## config.mk

```make
export PLATFORM = sky130hd
export DESIGN_NAME = branch_lut_loader_flat
export DESIGN_NICKNAME = d
export VERILOG_FILES = /design/src/rtl/branch_lut_loader_pkg.sv /design/src/rtl/branch_lut_loader_if.sv /design/src/rtl/branch_lut_loader_target_table.sv /design/src/rtl/branch_lut_loader.sv /design/src/flat_wrapper.sv
export SDC_FILE = /design/constraint.sdc
export NUM_CORES = 1
export LEC_CHECK = 0
export ABC_AREA = 1
export BUFFER_PORTS_ARGS = -buffer_cell sky130_fd_sc_hd__buf_2
export CAP_MARGIN = 20
export CELL_PAD_IN_SITES_DETAIL_PLACEMENT = 1
export CELL_PAD_IN_SITES_GLOBAL_PLACEMENT = 2
export CORE_AREA = 2 2 279 143
export CTS_BUF_LIST = sky130_fd_sc_hd__clkbuf_8
export DETAILED_ROUTE_END_ITERATION = 8
export DIE_AREA = 0 0 281 145
export GPL_TIMING_DRIVEN = 0
export HOLD_SLACK_MARGIN = 0.03
export PLACE_DENSITY = 0.83
export SLEW_MARGIN = 20
export SYNTH_ARGS = -nofsm -noshare
export SYNTH_HDL_FRONTEND = slang
export SYNTH_HIERARCHICAL = 1
export SYNTH_SLANG_ARGS = --single-unit
```

## constraint.sdc

```tcl
create_clock -name Clk -period 3.4 [get_ports Clk]
set_input_delay 0.51 -clock Clk [delete_from_list [all_inputs] [get_ports Clk]]
set_output_delay 0.51 -clock Clk [all_outputs]
set_load 0.005 [all_outputs]
```

## src/rtl/branch_lut_loader_pkg.sv

```systemverilog
// Shared constants, loader state encoding and HI-byte field layout for the
// branch-target table loader.
package branch_lut_pkg;

  localparam int AW    = 5;
  localparam int DW    = 10;
  localparam int DEPTH = 32;

  // HI byte = {idx[AW-1:0], reserved, tgt[DW-1:8]}
  localparam int HI_TGT_W   = DW - 8;
  localparam int HI_RSV_BIT = HI_TGT_W;
  localparam int HI_IDX_LSB = HI_TGT_W + 1;

  typedef enum logic [2:0] {
    IDLE = 3'd0,
    CNT  = 3'd1,
    HI   = 3'd2,
    LO   = 3'd3,
    FIN  = 3'd4
  } loader_state_t;

  // A COUNT byte is legal when its top two bits are clear and N fits the table.
  function automatic logic count_ok(input logic [7:0] b);
    return (b[7:6] == 2'b00) && (int'(b[5:0]) <= DEPTH);
  endfunction

endpackage

```

## src/rtl/branch_lut_loader_if.sv

```systemverilog
// Byte-stream load port of the branch-target table loader.
// A byte moves on a rising edge where InValid and InReady are both 1; the
// source holds InByte stable while InValid is high and InReady is low, and
// InReady never depends combinationally on InValid.
interface branch_lut_loader_if;
  logic       LoadStart;
  logic       InValid;
  logic [7:0] InByte;
  logic       InReady;

  modport master (
    output LoadStart,
    output InValid,
    output InByte,
    input  InReady
  );

  modport slave (
    input  LoadStart,
    input  InValid,
    input  InByte,
    output InReady
  );
endinterface

```

## src/rtl/branch_lut_loader_target_table.sv

```systemverilog
// DEPTH x DW branch-target storage: one synchronous write port, one
// combinational read port, asynchronous clear of every entry.
module target_table
  import branch_lut_pkg::*;
(
  input  logic          clk_i,
  input  logic          rst_n_i,
  input  logic          we_i,
  input  logic [AW-1:0] waddr_i,
  input  logic [DW-1:0] wdata_i,
  input  logic [AW-1:0] raddr_i,
  output logic [DW-1:0] rdata_o
);

  logic [DW-1:0] mem_q [DEPTH];

  always_ff @(posedge clk_i or negedge rst_n_i) begin
    if (!rst_n_i) begin
      for (int i = 0; i < DEPTH; i++) begin
        mem_q[i] <= '0;
      end
    end else if (we_i) begin
      mem_q[waddr_i] <= wdata_i;
    end
  end

  // Read-before-write: a same-cycle read of the written index sees the old value.
  assign rdata_o = mem_q[raddr_i];

endmodule

```

## src/rtl/branch_lut_loader.sv

```systemverilog
// Run-time loader for the branch-target table: parses {COUNT, N x {HI, LO}}
// byte records into table writes and serves the fetch-side combinational read.
module branch_lut_loader
  import branch_lut_pkg::*;
(
  input  logic                 Clk,
  input  logic                 Reset_n,
  branch_lut_loader_if.slave   ld,
  input  logic [AW-1:0]        addr,
  output logic [DW-1:0]        Target,
  output logic                 Busy,
  output logic                 Done,
  output logic                 Err,
  output loader_state_t        dbg_state
);

  loader_state_t         state_q;
  logic [5:0]            rem_q;
  logic [AW-1:0]         idx_q;
  logic [HI_TGT_W-1:0]   tgt_hi_q;
  logic                  in_ready_q;
  logic                  busy_q;
  logic                  done_q;
  logic                  err_q;

  logic                  xfer;
  logic                  tbl_we;
  logic [DW-1:0]         tbl_wdata;

  assign xfer      = ld.InValid & in_ready_q;
  assign tbl_we    = xfer && (state_q == LO);
  assign tbl_wdata = {tgt_hi_q, ld.InByte};

  always_ff @(posedge Clk or negedge Reset_n) begin
    if (!Reset_n) begin
      state_q    <= IDLE;
      rem_q      <= '0;
      idx_q      <= '0;
      tgt_hi_q   <= '0;
      in_ready_q <= 1'b0;
      busy_q     <= 1'b0;
      done_q     <= 1'b0;
      err_q      <= 1'b0;
    end else begin
      done_q <= 1'b0;
      case (state_q)
        IDLE: begin
          if (ld.LoadStart) begin
            state_q    <= CNT;
            err_q      <= 1'b0;
            in_ready_q <= 1'b1;
            busy_q     <= 1'b1;
          end
        end
        CNT: begin
          if (xfer) begin
            if (!count_ok(ld.InByte)) begin
              state_q    <= IDLE;
              err_q      <= 1'b1;
              in_ready_q <= 1'b0;
              busy_q     <= 1'b0;
            end else if (ld.InByte[5:0] == 6'd0) begin
              state_q    <= FIN;
              done_q     <= 1'b1;
              in_ready_q <= 1'b0;
            end else begin
              rem_q   <= ld.InByte[5:0];
              state_q <= HI;
            end
          end
        end
        HI: begin
          if (xfer) begin
            // A set reserved bit aborts the session before this entry is written.
            if (ld.InByte[HI_RSV_BIT]) begin
              state_q    <= IDLE;
              err_q      <= 1'b1;
              in_ready_q <= 1'b0;
              busy_q     <= 1'b0;
            end else begin
              idx_q    <= ld.InByte[HI_IDX_LSB +: AW];
              tgt_hi_q <= ld.InByte[HI_TGT_W-1:0];
              state_q  <= LO;
            end
          end
        end
        LO: begin
          if (xfer) begin
            if (rem_q == 6'd1) begin
              state_q    <= FIN;
              done_q     <= 1'b1;
              in_ready_q <= 1'b0;
            end else begin
              rem_q   <= rem_q - 6'd1;
              state_q <= HI;
            end
          end
        end
        FIN: begin
          state_q <= IDLE;
          busy_q  <= 1'b0;
        end
        default: begin
          state_q    <= IDLE;
          in_ready_q <= 1'b0;
          busy_q     <= 1'b0;
        end
      endcase
    end
  end

  target_table u_table (
    .clk_i   (Clk),
    .rst_n_i (Reset_n),
    .we_i    (tbl_we),
    .waddr_i (idx_q),
    .wdata_i (tbl_wdata),
    .raddr_i (addr),
    .rdata_o (Target)
  );

  assign ld.InReady = in_ready_q;
  assign Busy       = busy_q;
  assign Done       = done_q;
  assign Err        = err_q;
  assign dbg_state  = state_q;

endmodule

```

## src/flat_wrapper.sv

```systemverilog
// flat-port wrapper written by rule: the top's interface ports become plain ports
module branch_lut_loader_flat import branch_lut_pkg::*;
  (Clk, Reset_n, addr, Target, Busy, Done, Err, dbg_state, ld_LoadStart, ld_InValid, ld_InByte, ld_InReady);
  branch_lut_loader_if ld_i ();
  input  logic Clk;
  input  logic Reset_n;
  input  logic [AW-1:0] addr;
  output logic [DW-1:0] Target;
  output logic Busy;
  output logic Done;
  output logic Err;
  output loader_state_t dbg_state;
  input wire logic [$bits(ld_i.LoadStart)-1:0] ld_LoadStart;
  input wire logic [$bits(ld_i.InValid)-1:0] ld_InValid;
  input wire logic [$bits(ld_i.InByte)-1:0] ld_InByte;
  output wire logic [$bits(ld_i.InReady)-1:0] ld_InReady;
  assign ld_i.LoadStart = ld_LoadStart;
  assign ld_i.InValid = ld_InValid;
  assign ld_i.InByte = ld_InByte;
  assign ld_InReady = ld_i.InReady;
  branch_lut_loader u_core (.Clk(Clk), .Reset_n(Reset_n), .ld(ld_i), .addr(addr), .Target(Target), .Busy(Busy), .Done(Done), .Err(Err), .dbg_state(dbg_state));
endmodule
```

==> results of run 1 <==
==> critical path, stage by stage <==
cell     delay (ps)
buf_4           190
inv_2           240
buf_2           390
buf_2           330
nand2_1         110
nand3_1          80
nand3_1         310
nand2_1         160
nand2_1          60
nand2_1          90
nand2_1          60
nand2_1         100
buf_2           110
==> worst paths after layout <==
check / startpoint / end / cells after the start
min in group asynchronous: Reset_n / u_core/rem_q[1] / 2
setup reg to reg: u_core/dbg_state[2] / u_core/u_table/mem_q[95] / 11
hold reg to reg: u_core/rem_q[1] / u_core/rem_q[1] / 2
setup / recovery: addr[0] / Target[2] / 13
max in group asynchronous: Reset_n / u_core/u_table/mem_q[72] / 4
hold / removal: ld_InByte[6] / u_core/idx_q[3] / 3
==> routing by layer <==
| layer | wire [um] | share of wire (%) | vias to the layer above | track usage (%) |
|---|---|---|---|---|
| met5 | 0 | 0 | - | 0 |
| met3 | 5190 | 8.5 | 66 | 7.585 |
| met4 | 888 | 1.5 | 0 | 5.829 |
| met1 | 31400 | 51 | 7604 | 49.82 |
| met2 | 23640 | 39 | 455 | 40.35 |
| li1 | - | - | 6800 | - |
==> layout make-up <==
cell class                 instances  area (um^2)  area share, %
clock buffer                      68        935.9          5.234
inverter                          40        155.1         0.8676
multi-input combinational       1497         6591          36.86
sequential                       340         8508          47.58
tap                              530        663.1          3.708
buffer                           161        656.9          3.673
timing repair buffer              34        252.7          1.413
clock inverter                    23        118.9         0.6647
==> synth_stat cells <==
| master | count | area [um^2] |
|---|---|---|
| nor2_1 | 34 | 127.6 |
| nor2_2 | 3 | 18.77 |
| buf_1 | 8 | 30.03 |
| o21a_1 | 1 | 7.510 |
| buf_2 | 33 | 165.2 |
| a31oi_1 | 1 | 6.260 |
| nor2_8 | 3 | 60.06 |
| inv_6 | 1 | 8.760 |
| o21ai_1 | 18 | 90.09 |
| nand2_2 | 3 | 18.77 |
| inv_2 | 5 | 18.77 |
| buf_6 | 1 | 11.26 |
| a21oi_1 | 22 | 110.1 |
| nand2_4 | 3 | 33.78 |
| nor3_2 | 2 | 20.02 |
| inv_1 | 32 | 120.1 |
| nand3_2 | 1 | 10.01 |
| o21ai_0 | 293 | 1466 |
| o21bai_1 | 1 | 7.510 |
| nor2_4 | 2 | 22.52 |
| or2_2 | 1 | 6.260 |
| buf_4 | 1 | 7.510 |
| nor3_1 | 10 | 50.05 |
| a21oi_2 | 1 | 8.760 |
| dfrtp_1 | 340 | 8508 |
| nand4_1 | 2 | 12.51 |
| nand3_1 | 266 | 1331 |
| clkbuf_1 | 118 | 442.9 |
| clkinv_1 | 2 | 7.510 |
| ha_1 | 2 | 25.02 |
| nand2_1 | 825 | 3097 |
| nor4_2 | 2 | 25.02 |
| nand4_4 | 1 | 21.27 |
==> registers in the layout, indices dropped and copies added (netlist names) <==
register and flops:
u_core/Busy 1, u_core/Done 1, u_core/Err 1, u_core/dbg_state 3
u_core/idx_q 5, u_core/ld.InReady 1, u_core/rem_q 6, u_core/tgt_hi_q 2
u_core/u_table/mem_q 320
==> cell usage in the layout (no fill, tap or decap), types with 2 or more instances in the layout <==
cell type and count:
nand3_1 266, nand2_1 825, inv_1 51, nor2_4 2, o21ai_1 18, dfrtp_1 340
nand2_2 3, buf_16 3, ha_1 2, buf_2 62, nor2_2 4, nand2_4 3
nor4_2 2, nand4_1 2, a21oi_1 22, clkinv_1 2, buf_1 8, nor3_4 2
o21ai_0 293, inv_2 5, nor3_1 10, clkbuf_1 118, nor2_8 3, clkbuf_8 68
clkinv_2 2, nor2_1 33
==> logic make-up after synthesis <==
kind of cell,Yosys count
adders and majority gates,2
AOI/OAI and AO/OA,337
buffers and inverters,201
DFF,340
and+or+nand+nor,1158
==> power groups by stage <==
stage | clock network [mW] | logic [mW] | registers, mW
global route | 3.82 | 1.72 | 4.50
global placement | 0 | 1.47 | 4.52
detailed placement | 0 | 1.54 | 4.53
finish | 3.55 | 1.56 | 4.47
CTS | 3.63 | 1.55 | 4.46
floorplan | 0 | 0.895 | 4.47
==> repair_timing <==
action	in CTS	in global routing
hold endpoints to repair	68	0
hold buffers	1	0
buffers inserted	0	0
==> through the flow <==
stage	instance area, um^2	TNS (ps)	power (mW)	setup slack (ps)
after global routing	17880	0	10.04	51.15
after floorplan	15900	0	5.367	1348
after detailed placement	16820	0	6.074	264.6
after CTS	17880	0	9.645	247.4
after global placement	16710	-1663670	5.997	-4963
final	17880	0	9.571	135.3
==> flow_summary.json, run 1 <==
{
  "worst_slew_pin_slew_ps": 916.0,
  "grt_pass1_wl_mm": 93.28,
  "die_w_um": 281,
  "synth_warnings": 6,
  "clock_skew_ps": 29.29,
  "via_count": 14930,
  "p_seq_share_pct": 46.7,
  "avgSynthCellArea_um2": 7.800,
  "finalHoldWorstSlack_ps": 176.4,
  "grt.overflow.total": 0,
  "finalHoldViolations": 0,
  "ys_types": 33,
  "numCtsBuffers": 53,
  "fmaxAchievable_mhz": 306.3,
  "ys_seq_area_share_pct": 53.52,
  "post-route-period-util_pct": 96.02,
  "drive_gt1_share_pct": 7.813,
  "switching_share_pct": 31.84,
  "port_buffers": 30,
  "combPwrFrac_pct": 16.3,
  "final_cells": 2693,
  "grtUsageTotal_pct": 30.67,
  "dp_hpwl_mm": 44.58,
  "synthCells": 2038,
  "crit_type": "primary input to output port",
  "grt_max_degree": 101,
  "status": "finished clean",
  "synthXorXnorAreaFrac_pct": 0,
  "powerDensity_mw_per_mm2": 535.2,
  "fin_util_pct": 46.63,
  "switchingPower_mw": 3.047,
  "rows": 51,
  "synth_top_family_by_area": "simple AND/OR/NAND/NOR gates",
  "syn-num-nets": 2057,
  "core_area_mm2": 0.03835,
  "dr.pass1.iters": 5,
  "dieArea_mm2": 0.04075,
  "ctsLongestPathBuffers": 3,
  "initial_core_util_pct": 41.45,
  "clkPwrFrac_pct": 37.0,
  "ir_drop_v": 0.0003459,
  "ant_nets": 0,
  "fin_crit_ps": 3265,
  "boundaryPins": 34,
  "gp_congestion": 0.9451,
  "grt_pass1_vias": 14910,
  "h-tree-depth": 2,
  "num-fill-cells": 4796,
  "critical_path_required_ps": 2890,
  "wire_per_inst_um": 22.70,
  "cp-start-kind": "primary input",
  "synthAdderAreaFrac_pct": 0.1574,
  "diodes": 0,
  "drtIter0Drc": 1578,
  "drc": 0,
  "min_path_type": "primary input to flop",
  "routed_via_density": 5.542,
  "ff2ff_setup_slack_ps": 590,
  "rsz0062_at_grt": "false",
  "synth-compound-area-share_pct": 10.67,
  "setup_viol": 0,
  "cts-root-buf": "clkbuf_8",
  "fin_nets": 2146,
  "synth_seq_cells": 340,
  "intPower_mw": 6.524,
  "crit_path_end_kind": "output port",
  "drt_wl_total_mm": 61.12,
  "drv_slew": 0,
  "clkLatencyLatePin_ps": 630,
  "cts_resized": 0,
  "max-slew-margin-rel_pct": 38.94,
  "antenna_found_initial": 1,
  "arrival_ps": 2750,
  "die_y_um": 145,
  "cts_tree": "yes",
  "clk_pin_slew_ps": 60,
  "max_cap_viol_count": 0,
  "cts_num_sinks": 340,
  "synthesis.area_mm2": 0.01590,
  "post-place-cells": 2601,
  "synthSimpleGateAreaFrac_pct": 30.54,
  "critPathMaxFanout": 10,
  "p_leak_nw": 8.283,
  "synth_mux_area_share_pct": 0,
  "area.growth.synth_to_final_pct": 12.49
}
Note: power is estimated with default switching activity, not from simulation.
==> run 2, diff against run 1 <==
--- a/config.mk
+++ b/config.mk
@@ -9,14 +9,14 @@
 export BUFFER_PORTS_ARGS = -buffer_cell sky130_fd_sc_hd__buf_2
 export CAP_MARGIN = 20
 export CELL_PAD_IN_SITES_DETAIL_PLACEMENT = 1
-export CELL_PAD_IN_SITES_GLOBAL_PLACEMENT = 2
-export CORE_AREA = 2 2 279 143
+export CELL_PAD_IN_SITES_GLOBAL_PLACEMENT = 1
+export CORE_AREA = 2 2 269 138
 export CTS_BUF_LIST = sky130_fd_sc_hd__clkbuf_8
 export DETAILED_ROUTE_END_ITERATION = 8
-export DIE_AREA = 0 0 281 145
+export DIE_AREA = 0 0 271 140
 export GPL_TIMING_DRIVEN = 0
 export HOLD_SLACK_MARGIN = 0.03
-export PLACE_DENSITY = 0.83
+export PLACE_DENSITY = 0.73
 export SLEW_MARGIN = 20
 export SYNTH_ARGS = -nofsm -noshare
 export SYNTH_HDL_FRONTEND = slang
==> run 2 against run 1 <==
Net effect: worst setup slack gained 50 ps; global-route usage grew 1.0 points; critical endpoint is now Target[3]; count of clock-buffer cells in the layout shrank 6; clock skew shrank 10 ps; design area shrank 0.60%; via count grew 0.64%; sequential power is essentially flat; largest cell class unchanged; clock power shrank 5.6%; fmax grew 1.6%; combinational power is essentially flat.
==> flow_summary.json, run 2 (synthesized netlist as in run 1, its figures left out) <==
{
  "fin_nets": 2146,
  "fin_util_pct": 50.08,
  "boundaryPins": 34,
  "powerDensity_mw_per_mm2": 528.7,
  "drive_gt1_share_pct": 7.503,
  "p_leak_nw": 8.264,
  "via_count": 15020,
  "multiInputGateArea_mm2": 0.006591,
  "initial_core_util_pct": 44.78,
  "dp_hpwl_mm": 43.09,
  "gp_congestion": 0.8908,
  "drtIter0Drc": 1474,
  "crit_type": "primary input to output port",
  "p_seq_share_pct": 47.5,
  "core_area_mm2": 0.03550,
  "die_y_um": 140,
  "numCtsBuffers": 52,
  "combPwrFrac_pct": 16.8,
  "ctsLongestPathBuffers": 3,
  "intPower_mw": 6.381,
  "clkPwrFrac_pct": 35.7,
  "die_w_um": 271,
  "num-fill-cells": 4449,
  "top_regs": "u_core/u_table/mem_q: 320 flops, u_core/rem_q: 6 flops, u_core/idx_q: 5 flops",
  "post-route-period-util_pct": 94.54,
  "clock_skew_ps": 19.17,
  "antenna_found_initial": 4,
  "arrival_ps": 2700,
  "switching_share_pct": 32.09,
  "drc": 0,
  "rsz0062_at_grt": "false",
  "finalHoldViolations": 0,
  "final_cells": 2646,
  "ff_latch_area_mm2": 0.008508,
  "dieArea_mm2": 0.03794,
  "finalSetupTns_ps": 0,
  "status": "finished clean",
  "switchingPower_mw": 3.016,
  "cp-start-kind": "primary input",
  "max-slew-margin-rel_pct": 21.03,
  "layout_common_cells": "nand2_1, dfrtp_1, o21ai_0",
  "clkLatencyLatePin_ps": 600,
  "largest_reg_flops": 320,
  "drt_wl_total_mm": 59.23,
  "grt_pass1_vias": 15200,
  "critPathMaxFanout": 10,
  "worst_slew_pin_slew_ps": 1176,
  "grt_max_degree": 84,
  "cts-root-buf": "clkbuf_8",
  "grt.overflow.total": 0,
  "routed_via_density": 5.677,
  "ant_nets": 0,
  "grtUsageTotal_pct": 31.71,
  "setup_viol": 0,
  "port_buffers": 30,
  "min_path_type": "primary input to flop",
  "post-place-cells": 2556,
  "critical_path_required_ps": 2890,
  "h-tree-depth": 2,
  "final_common_cell": "nand2_1",
  "rows": 49,
  "fmaxAchievable_mhz": 311.1,
  "area.growth.synth_to_final_pct": 11.82,
  "grt_pass1_wl_mm": 90.98,
  "dr.pass1.iters": 5,
  "drv_slew": 0,
  "fin_crit_ps": 3215,
  "largest-register": "u_core/u_table/mem_q",
  "cts_num_sinks": 340,
  "wire_per_inst_um": 22.38,
  "ir_drop_v": 0.0003032,
  "cts_tree": "yes",
  "crit_path_end_kind": "output port",
  "post_cts_buffers": 0,
  "max_cap_viol_count": 0,
  "clk_pin_slew_ps": 60
}
[run 2: cell count changes in the layout (fill, tap and decap cells not counted)]
| cell | before | now |
|---|---|---|
| buf_16 | 3 | 4 |
| clkbuf_8 | 68 | 62 |
| clkinv_2 | 2 | 1 |
| clkinvlp_4 | 1 | 0 |
| diode_2 | 0 | 3 |
| inv_1 | 51 | 54 |
[run 2: what timing repair did]
| action | in CTS | in global routing |
|---|---|---|
| gates resized for setup | 0 | 0 |
| hold buffers | 1 | 0 |
| hold endpoints to repair | 55 | 0 |
| endpoints found under the setup margin | 0 | 0 |
[run 2: layout make-up]
type	count	share of cell area, %
clock inverters	24	0.6616
plain buffers	161	3.695
clock buffers	62	4.800
well taps	484	3.407
repair buffers	35	1.577
inverters	40	0.8728
diodes	3	0.04223
flip-flops and latches	340	47.86
multi-input cells	1497	37.08
[run 2: final timing paths]
check | to | cells after the start | startpoint | slack [ps]
worst max register to register | u_core/u_table/mem_q[81] | 11 | u_core/dbg_state[1] | 530
worst max-delay path | Target[3] | 13 | addr[0] | 190
max in group asynchronous | u_core/u_table/mem_q[79] | 5 | Reset_n | 1450
worst min-delay path | u_core/idx_q[1] | 3 | ld_InByte[4] | 210
min in group asynchronous | u_core/Done | 2 | Reset_n | 430
worst min register to register | u_core/rem_q[1] | 2 | u_core/rem_q[1] | 480
[run 2: power by group through the flow]
stage	Combinational (mW)	Sequential (mW)	Clock [mW]
2_1_floorplan	0.895	4.47	0
3_3_place_gp	1.47	4.52	0
3_5_place_dp	1.55	4.53	0
4_1_cts	1.55	4.46	3.42
5_1_grt	1.73	4.49	3.61
6_report	1.58	4.47	3.35
[run 2: critical path, stage by stage]
cell,delay [ps]
buf_4,190
inv_2,220
buf_2,420
buf_2,300
nand2_1,70
nand3_1,150
nand3_1,180
nand2_1,200
nand2_1,80
nand2_1,80
nand2_1,70
nand2_1,90
buf_2,120
[run 2: metal layers]
metal  track usage [%]  up-vias  wire (um)
li1                  -     6808          -
met1             49.03     7653      28950
met2             44.39      474      24040
met3             7.989       84       5060
met4             6.921        2       1162
met5                 0        -         13
[run 2: through the flow]
| stage | worst slack (ps) | total power [mW] | hold slack, ps | area (um^2) |
|---|---|---|---|---|
| 4_1_cts | 251.5 | 9.435 | 179.7 | 17770 |
| 6_report | 185.5 | 9.397 | 213.0 | 17780 |
| 3_5_place_dp | 265.7 | 6.081 | 458.3 | 16790 |
| 2_1_floorplan | 1348 | 5.367 | 214.4 | 15900 |
| 3_3_place_gp | -4982 | 5.990 | 456.4 | 16650 |
| 5_1_grt | 102.6 | 9.835 | 211.6 | 17770 |
